===== src/rtl/alu_wide_seq.sv =====
// Multi-byte sequencer that drives an 8-bit combinational ALU one byte per cycle,
// chaining carry/shift between bytes. Optional ZERO_ALL accumulation: ALU_SEQ_ZERO_EN.
module alu_wide_seq #(
  parameter int unsigned MAX_BYTES = 4,
  localparam int unsigned LW = $clog2(MAX_BYTES + 1),
  localparam int unsigned DW = 8 * MAX_BYTES
) (
  input  logic          CLK,
  input  logic          RESET,
  input  logic          START,
  input  logic [2:0]    OP,
  input  logic [LW-1:0] LEN,
  input  logic [DW-1:0] A_IN,
  input  logic [DW-1:0] B_IN,
  output logic [7:0]    ALU_A,
  output logic [7:0]    ALU_B,
  output logic [2:0]    ALU_OP,
  output logic          ALU_C_IN,
  output logic          ALU_S_IN,
  input  logic [7:0]    ALU_OUT,
  input  logic          ALU_C_OUT,
  input  logic          ALU_S_OUT,
  input  logic          ALU_ZERO,
  output logic [DW-1:0] RESULT,
  output logic          C_FINAL,
  output logic          ZERO_ALL,
  output logic          BUSY,
  output logic          DONE
);

  localparam int unsigned IW = $clog2(MAX_BYTES);

  localparam logic [2:0] K_ADD  = 3'd0;
  localparam logic [2:0] K_SUB  = 3'd1;
  localparam logic [2:0] K_SHL  = 3'd2;
  localparam logic [2:0] K_SHR  = 3'd3;

  localparam logic [1:0] S_IDLE = 2'd0;
  localparam logic [1:0] S_RUN  = 2'd1;
  localparam logic [1:0] S_DONE = 2'd2;

  logic [1:0]    state;
  logic [1:0]    state_nxt;
  logic [2:0]    op_q;
  logic [LW-1:0] len_q;
  logic [LW-1:0] cnt;
  logic [DW-1:0] a_q;
  logic [DW-1:0] b_q;
  logic          chain;

  logic [LW-1:0] len_norm;
  logic [IW-1:0] idx;
  logic [7:0]    a_byte;
  logic [7:0]    b_byte;
  logic          accept;
  logic          first;
  logic          last;
  logic          chain_nxt;

  // Out-of-range lengths (0 or above MAX_BYTES) run at full width.
  always_comb begin
    len_norm = LEN;
    if (LEN == '0 || LEN > LW'(MAX_BYTES)) begin
      len_norm = LW'(MAX_BYTES);
    end
  end

  assign accept = START && (state == S_IDLE || state == S_DONE);
  assign first  = (cnt == '0);
  assign last   = (cnt == len_q - LW'(1));

  // Right shifts walk from the top byte down so the shifted-out bit flows toward the LSB.
  assign idx = (op_q == K_SHR) ? IW'(len_q - cnt - LW'(1)) : IW'(cnt);

  always_comb begin
    a_byte = '0;
    b_byte = '0;
    for (int i = 0; i < int'(MAX_BYTES); i++) begin
      if (idx == IW'(i)) begin
        a_byte = a_q[8*i +: 8];
        b_byte = b_q[8*i +: 8];
      end
    end
  end

  always_ff @(posedge CLK) begin
    if (RESET) begin
      state <= S_IDLE;
    end else begin
      state <= state_nxt;
    end
  end

  always_comb begin
    state_nxt = state;
    case (state)
      S_IDLE:  if (START) state_nxt = S_RUN;
      S_RUN:   if (last) state_nxt = S_DONE;
      S_DONE:  state_nxt = START ? S_RUN : S_IDLE;
      default: state_nxt = S_IDLE;
    endcase
  end

  // Byte issue; subtraction goes through the adder as A + ~B + 1 to keep the carry.
  always_comb begin
    ALU_A    = '0;
    ALU_B    = '0;
    ALU_OP   = K_ADD;
    ALU_C_IN = 1'b0;
    ALU_S_IN = 1'b0;
    if (state == S_RUN) begin
      ALU_A = a_byte;
      case (op_q)
        K_ADD: begin
          ALU_B    = b_byte;
          ALU_C_IN = first ? 1'b0 : chain;
        end
        K_SUB: begin
          ALU_B    = ~b_byte;
          ALU_C_IN = first ? 1'b1 : chain;
        end
        K_SHL, K_SHR: begin
          ALU_OP   = op_q;
          ALU_B    = 8'd1;
          ALU_S_IN = first ? 1'b0 : chain;
        end
        default: begin
          ALU_OP = op_q;
          ALU_B  = b_byte;
        end
      endcase
    end
  end

  always_comb begin
    chain_nxt = 1'b0;
    case (op_q)
      K_ADD, K_SUB: chain_nxt = ALU_C_OUT;
      K_SHL, K_SHR: chain_nxt = ALU_S_OUT;
      default:      chain_nxt = 1'b0;
    endcase
  end

  always_ff @(posedge CLK) begin
    if (RESET) begin
      op_q    <= K_ADD;
      len_q   <= '0;
      cnt     <= '0;
      a_q     <= '0;
      b_q     <= '0;
      chain   <= 1'b0;
      RESULT  <= '0;
      C_FINAL <= 1'b0;
      BUSY    <= 1'b0;
      DONE    <= 1'b0;
    end else begin
      BUSY <= (state_nxt == S_RUN);
      DONE <= (state_nxt == S_DONE);
      if (accept) begin
        op_q    <= OP;
        len_q   <= len_norm;
        a_q     <= A_IN;
        b_q     <= B_IN;
        cnt     <= '0;
        chain   <= 1'b0;
        RESULT  <= '0;
        C_FINAL <= 1'b0;
      end else if (state == S_RUN) begin
        for (int i = 0; i < int'(MAX_BYTES); i++) begin
          if (idx == IW'(i)) begin
            RESULT[8*i +: 8] <= ALU_OUT;
          end
        end
        chain <= chain_nxt;
        cnt   <= cnt + LW'(1);
        if (last) begin
          C_FINAL <= chain_nxt;
        end
      end
    end
  end

`ifdef ALU_SEQ_ZERO_EN
  logic zero_acc;
  logic zero_all_q;

  // Running AND of per-byte zero flags, published on the last byte.
  always_ff @(posedge CLK) begin
    if (RESET) begin
      zero_acc   <= 1'b0;
      zero_all_q <= 1'b0;
    end else if (accept) begin
      zero_acc   <= 1'b1;
      zero_all_q <= 1'b0;
    end else if (state == S_RUN) begin
      zero_acc <= zero_acc & ALU_ZERO;
      if (last) begin
        zero_all_q <= zero_acc & ALU_ZERO;
      end
    end
  end

  assign ZERO_ALL = zero_all_q;
`else
  logic unused_zero;
  assign unused_zero = ALU_ZERO;
  assign ZERO_ALL    = 1'b0;
`endif

endmodule


===== config.mk =====
export PLATFORM = sky130hd
export DESIGN_NAME = alu_wide_seq
export DESIGN_NICKNAME = d
export VERILOG_FILES = /design/src/rtl/alu_wide_seq.sv
export SDC_FILE = /design/constraint.sdc
export NUM_CORES = 1
export LEC_CHECK = 0
export BUFFER_PORTS_ARGS = -buffer_cell sky130_fd_sc_hd__buf_2
export CAP_MARGIN = 20
export CORE_MARGIN = 10
export CORE_UTILIZATION = 40
export DETAILED_ROUTE_END_ITERATION = 6
export PLACE_DENSITY_LB_ADDON = 0.15
export SYNTH_ARGS = -nofsm -noshare
export SYNTH_HDL_FRONTEND = slang
export SYNTH_SLANG_ARGS = --single-unit
export TNS_END_PERCENT = 1

===== constraint.sdc =====
create_clock -name CLK -period 2.9 [get_ports CLK]
set_clock_uncertainty 0.1 [all_clocks]
set_input_delay 0.145 -clock CLK [delete_from_list [all_inputs] [get_ports CLK]]
set_output_delay 0.145 -clock CLK [all_outputs]
set_load 0.1 [all_outputs]

==> results of run 1 <==
[synth_stat cells, types with 3 or more instances]
cell and count:
o21ai_0 3, mux4_2 7, nand2_1 143, and2_1 9
a21oi_1 73, nor2b_1 3, nand2b_1 3, inv_1 6
nor2_1 43, mux2i_1 62, ha_1 5, dfxtp_1 111
clkbuf_1 32
[cell type report]
cell class	instances	area (um^2)
clock inverter	7	114
multi-input combinational	383	2660
sequential	111	2230
tap	143	179
clock buffer	9	225
inverter	6	22.5
fill	936	4250
timing repair buffer	235	1890
[state kept, by name (all words and copies together), names as in the netlist]
name     count
RESULT      32
a_q         32
b_q         32
cnt          3
len_q        3
op_q         3
state        2
BUSY         1
C_FINAL      1
DONE         1
chain        1
[per-layer routing]
metal  routed length, um  up-vias  GRT usage, %
li1                    -     2208             -
met1                5950     2041          19.8
met2                6900      117          27.5
met3                 877       12          4.32
met4                 119        0          4.35
met5                   0        -             0
[metrics by stage]
stage,cell area (um^2),std cells,power [mW]
2_1_floorplan,4900,539,2.09
6_report,7310,894,3.76
3_3_place_gp,5810,793,2.25
4_1_cts,6980,886,3.73
3_5_place_dp,5810,793,2.26
5_1_grt,7310,894,3.91
[worst paths after layout]
path | endpoint | cells past startpoint | start | slack [ns]
min | RESULT[18] | 3 | ALU_OUT[2] | 0.02
max reg2reg | RESULT[29] | 10 | cnt[0] | 0.37
max | ALU_A[7] | 9 | cnt[0] | 0.07
min reg2reg | a_q[12] | 2 | a_q[12] | 0.36
[where the power goes]
part	total (mW)	switching [mW]	internal [mW]	leakage [nW]
logic	0.744	0.415	0.330	2.07
registers	1.64	0.0495	1.59	0.908
clock network	1.37	0.594	0.777	0.165
total	3.76	1.06	2.70	3.14
[worst register-to-register path, delay by kind of cell, from the launching register on]
kind                       cells  cell delay (ns)
muxes                          1             0.26
adders and majority gates      1             0.27
AOI/OAI and AO/OA              2             0.56
and+or+nand+nor                2             0.34
buffers and inverters          4             0.52
DFF                            1             0.37
[timing repair]
item                                    CTS  global route
hold buffers                             77             0
setup buffers                             0             5
hold endpoints to repair                 88             0
gates cloned                              0             3
endpoints found under the setup margin   15            15
gates resized for setup                  20            43
[cells by family after synthesis]
| kind of cell | count (synthesis) | share of synthesized area [%] |
|---|---|---|
| buffers and inverters | 45 | 4.14 |
| other | 1 | 0.0785 |
| and+or+nand+nor | 216 | 19.5 |
| xor gates and xnor gates | 5 | 1.23 |
| DFF | 111 | 46.5 |
| AOI/OAI and AO/OA | 84 | 9.56 |
| adders and majority gates | 5 | 1.31 |
| muxes | 72 | 17.6 |
==> results.sh, run 1 <==
export IMPL_synth_distinct_cells=45
export IMPL_n_antenna_cell=0
export IMPL_wl_per_cell_um=15.5
export IMPL_rows=39
export IMPL_ys_ff_latch=111
export IMPL_startpoint_type="flop"
export IMPL_worst_skew_pair_late_latency_ns=0.35
export IMPL_layout_drive_gt1_share_pct=30.8
export IMPL_worst_path_max_fanout=5
export IMPL_syn_cell_area_um2=4780
export IMPL_vdd_drop_max_v=0.000283
export IMPL_cts_max_path_buffers=2
export IMPL_h_tree_depth=3
export IMPL_maxSlewViolCount=0
export IMPL_grt_pass1_wl_mm=22.1
export IMPL_numPortBuffers=138
export IMPL_cts_root_buf="clkbuf_16"
export IMPL_setup_viol=0
export IMPL_post_route_period_util_pct=97.5
export IMPL_crit_buf_inv=4
export IMPL_routed_wl_mm=13.9
export IMPL_die_w_um=129
export IMPL_path_delay_family="buffers and inverters"
export IMPL_hold_viol=0
export IMPL_fin_ws_ns=0.0711
export IMPL_fin_crit_ns=2.83
export IMPL_synthTopCellsByArea="dfxtp_1 (47%), mux2i_1 (13%), nand2_1 (11%), a21oi_1 (7.6%), nor2_1 (3.4%)"
export IMPL_grt_ovfl_total=0
export IMPL_cp_slowest_cell="mux4_1"
export IMPL_async_flop_share_pct=0
export IMPL_pre_cts_ws_ns=0.235
export IMPL_cpMostUsedCell="buf_12"
export IMPL_grt_pass1_vias=4456
export IMPL_p_leak_nw=3.14
export IMPL_crit_type="reg2out"
export IMPL_ant_nets=0
export IMPL_drc=0
export IMPL_status="complete, no violations"
export IMPL_powerDensity_nw_per_um2=514
export IMPL_die_h_um=129
export IMPL_synth_flop_cell="dfxtp_1"
export IMPL_syn_nets=628
export IMPL_final_common_cell="nand2_1"
export IMPL_drtIter0Drc=187
export IMPL_synth_warnings=0
export IMPL_nets=835
export IMPL_cts_tree="built"
export IMPL_tightestPinTransition_ns=0.723
export IMPL_firstDrtPassIters=5
export IMPL_yosys_area_top_type_share_pct=46.5
export IMPL_netlist_instances=539
export IMPL_synth_area_leader_cell="dfxtp_1"
export IMPL_crit_arrival_ns=2.58
export IMPL_fmax_mhz=354
export IMPL_crit_chain="inv_1 -> ha_4 -> and4b_2 -> a21oi_4 -> buf_12 -> buf_12 -> mux4_1 -> and2_4 -> buf_12"
export IMPL_clkTransAtPathRegs_ns=0.08
export IMPL_ys_seq_area_share_pct=46.5
export IMPL_synth_edff_count=0
export IMPL_relSlewSlack_pct=51.8
export IMPL_maxCapViolations=0
export IMPL_start_util_pct=41.3
export IMPL_syn_avg_cell_area_um2=8.86
export IMPL_cp_end_kind="output pin"
export IMPL_grt_start_max_net_pins=73
export IMPL_grt_util_all_layers_pct=16.2
export IMPL_core_region_area_um2=11600
export IMPL_place_congestion=0.765
export IMPL_cts_made_buffers=9
export IMPL_dpl_hpwl_mm=9.16
export IMPL_hold_ws_ns=0.0174
export IMPL_fin_util_pct=63.2
export IMPL_hold_path_class="in2reg"
export IMPL_mostFrequentLayoutCells="nand2_1 (143), buf_2 (123), dfxtp_1 (109)"
export IMPL_vias=4378
export IMPL_crit_required_ns=2.65
export IMPL_max_stage_delay_ns=0.53
export IMPL_setup_tns_ns=0
export IMPL_via_per_inst=4.90
export IMPL_area_growth_pct=53.2
export IMPL_die_area_um2=16700
export IMPL_clock_sinks=111
export IMPL_grt_antenna_before_repair=0
export IMPL_ios=141
(Power assumes the default switching activity.)
==> run 2, diff against run 1 <==
- CORE_MARGIN: 10 -> 5
- RECOVER_POWER: unset -> 50
==> run 2 against run 1 <==
Against the previous run: sequential share of layout area hardly changed; via count is 1.0% higher; highest routed layer unchanged; design area stayed put; register-to-register slack better by 0.11 ns; the run now ends with hold timing left; largest power group unchanged; first-iteration DRC count is 3.7% higher; combinational power is 2% higher; power is 0.73% lower; setup slack better by 0.027 ns; sequential cell count stayed put; hold slack worse by 0.020 ns; sequential power hardly changed; clock power is 3% lower.
==> results.sh, run 2 (synthesized netlist as in run 1, its figures left out) <==
export IMPL_worst_path_max_fanout=5
export IMPL_layout_drive_gt1_share_pct=26.9
export IMPL_hold_depth=3
export IMPL_maxSlewViolCount=0
export IMPL_h_tree_depth=3
export IMPL_ant_nets=0
export IMPL_crit_buf_inv=4
export IMPL_relSlewSlack_pct=5.34
export IMPL_routed_wl_mm=13.8
export IMPL_powerDensity_nw_per_um2=510
export IMPL_grt_start_max_net_pins=73
export IMPL_crit_chain="inv_1 -> ha_4 -> and4b_2 -> a21oi_4 -> buf_4 -> buf_12 -> mux4_1 -> and2_4 -> buf_12"
export IMPL_rows=40
export IMPL_grt_pass1_vias=4307
export IMPL_power_total_mw=3.73
export IMPL_drc=0
export IMPL_cpMostUsedCell="buf_12"
export IMPL_mostFrequentLayoutCells="nand2_1 (143), dfxtp_1 (110), buf_2 (88)"
export IMPL_violations="hold timing"
export IMPL_clkTransAtPathRegs_ns=0.07
export IMPL_cts_made_buffers=9
export IMPL_crit_arrival_ns=2.56
export IMPL_grt_pass1_wl_mm=21.2
export IMPL_die_w_um=119
export IMPL_crit_cells=9
export IMPL_die_h_um=119
export IMPL_hold_viol=1
export IMPL_placed_cells=801
export IMPL_fmax_mhz=357
export IMPL_max_stage_delay_ns=0.54
export IMPL_hold_path_class="in2reg"
export IMPL_crit_required_ns=2.65
export IMPL_numPortBuffers=138
export IMPL_setup_viol=0
export IMPL_nets=842
export IMPL_p_leak_nw=3.01
export IMPL_fin_ws_ns=0.0985
export IMPL_cts_tree="built"
export IMPL_grt_util_all_layers_pct=18.3
export IMPL_vias=4423
export IMPL_largest_registers="RESULT (32), a_q (32), b_q (32)"
export IMPL_via_per_inst=4.88
export IMPL_fin_crit_ns=2.80
export IMPL_die_area_um2=14200
export IMPL_status="finished with violations"
export IMPL_dpl_hpwl_mm=8.68
export IMPL_path_delay_family="multiplexers"
export IMPL_ios=141
export IMPL_start_util_pct=40.3
export IMPL_drtIter0Drc=194
export IMPL_area_growth_pct=53.2
export IMPL_clock_sinks=111
export IMPL_core_region_area_um2=11900
export IMPL_hold_ws_ns=-0.00229
export IMPL_wl_per_cell_um=15.2
export IMPL_maxCapViolations=0
export IMPL_worst_skew_pair_late_latency_ns=0.34
export IMPL_crit_type="reg2out"
export IMPL_rsz0062_at_grt="false"
export IMPL_vdd_drop_max_v=0.000349
export IMPL_cp_slowest_cell="mux4_1"
export IMPL_startpoint_type="flop"
export IMPL_firstDrtPassIters=4
export IMPL_tightestPinTransition_ns=1.42
export IMPL_cts_root_buf="clkbuf_16"
export IMPL_reg2regPathDepth=11
export IMPL_grt_antenna_before_repair=1
export IMPL_cts_max_path_buffers=2
export IMPL_layout_cells_non_filler=906
export IMPL_cp_end_kind="output pin"
export IMPL_place_congestion=0.759
export IMPL_final_common_cell="nand2_1"
export IMPL_post_route_period_util_pct=96.6
export IMPL_pre_cts_ws_ns=0.192
export IMPL_grt_ovfl_total=0
export IMPL_reg2reg_slack_ns=0.48
==> run 2: changes by cell type in the layout (fill, tap and decap cells not counted), moves of 2 or more <==
cell      delta
clkinv_2     +2
clkbuf_1    +35
clkbuf_2     +2
clkinv_4     -2
mux2i_1      -2
buf_2       -35
mux2i_2      +3
buf_4        +6
==> run 2: area by class of cell <==
class,count,area (um^2)
Inverter,6,22.5
Antenna cell,1,2.50
Sequential cell,111,2230
Timing Repair Buffer,242,1890
Tap cell,147,184
Clock buffer,9,225
Multi-Input combinational cell,383,2670
Clock inverter,7,95.1
Fill cell,1011,4550
==> run 2: worst paths after layout <==
kind | startpoint | endpoint
worst max-delay path | cnt[0] | ALU_A[1]
worst min register to register | a_q[5] | a_q[5]
worst max register to register | cnt[0] | RESULT[15]
worst min-delay path | ALU_OUT[3] | RESULT[11]
==> run 2: where the power goes <==
| group | internal [mW] | switching (mW) | leakage, nW |
|---|---|---|---|
| registers | 1.59 | 0.0473 | 0.907 |
| clock network | 0.761 | 0.570 | 0.156 |
| logic | 0.337 | 0.422 | 1.95 |
| total | 2.69 | 1.04 | 3.01 |
==> run 2: routing by layer <==
layer,global-route usage [%],up-vias,share of wire (%)
met5,0,-,0
met1,23.5,2068,43
li1,-,2224,-
met3,3.23,24,4.5
met2,30.5,107,51
met4,7.39,0,2.2
==> run 2: what timing repair did <==
item                                   in CTS  in global routing
setup endpoints to repair                  15                 15
buffers inserted                            0                  8
hold buffers                               76                  1
cloned                                      1                  2
resized for setup                          33                 31
endpoints found under the hold margin      92                  1
==> run 2: stage by stage <==
step | TNS, ns | util, % | area, um^2
floorplan | -0.0830 | - | 4900
global placement | 0 | 49.4 | 5860
detailed placement | 0 | 49.4 | 5860
CTS | -0.0383 | 60.0 | 7120
global route | 0 | 61.7 | 7310
finish | 0 | 61.7 | 7310
==> run 2: tightest hold or removal path: stages <==
cell     delay [ns]
buf_2          0.12
mux2i_1        0.07
nor2_1         0.07
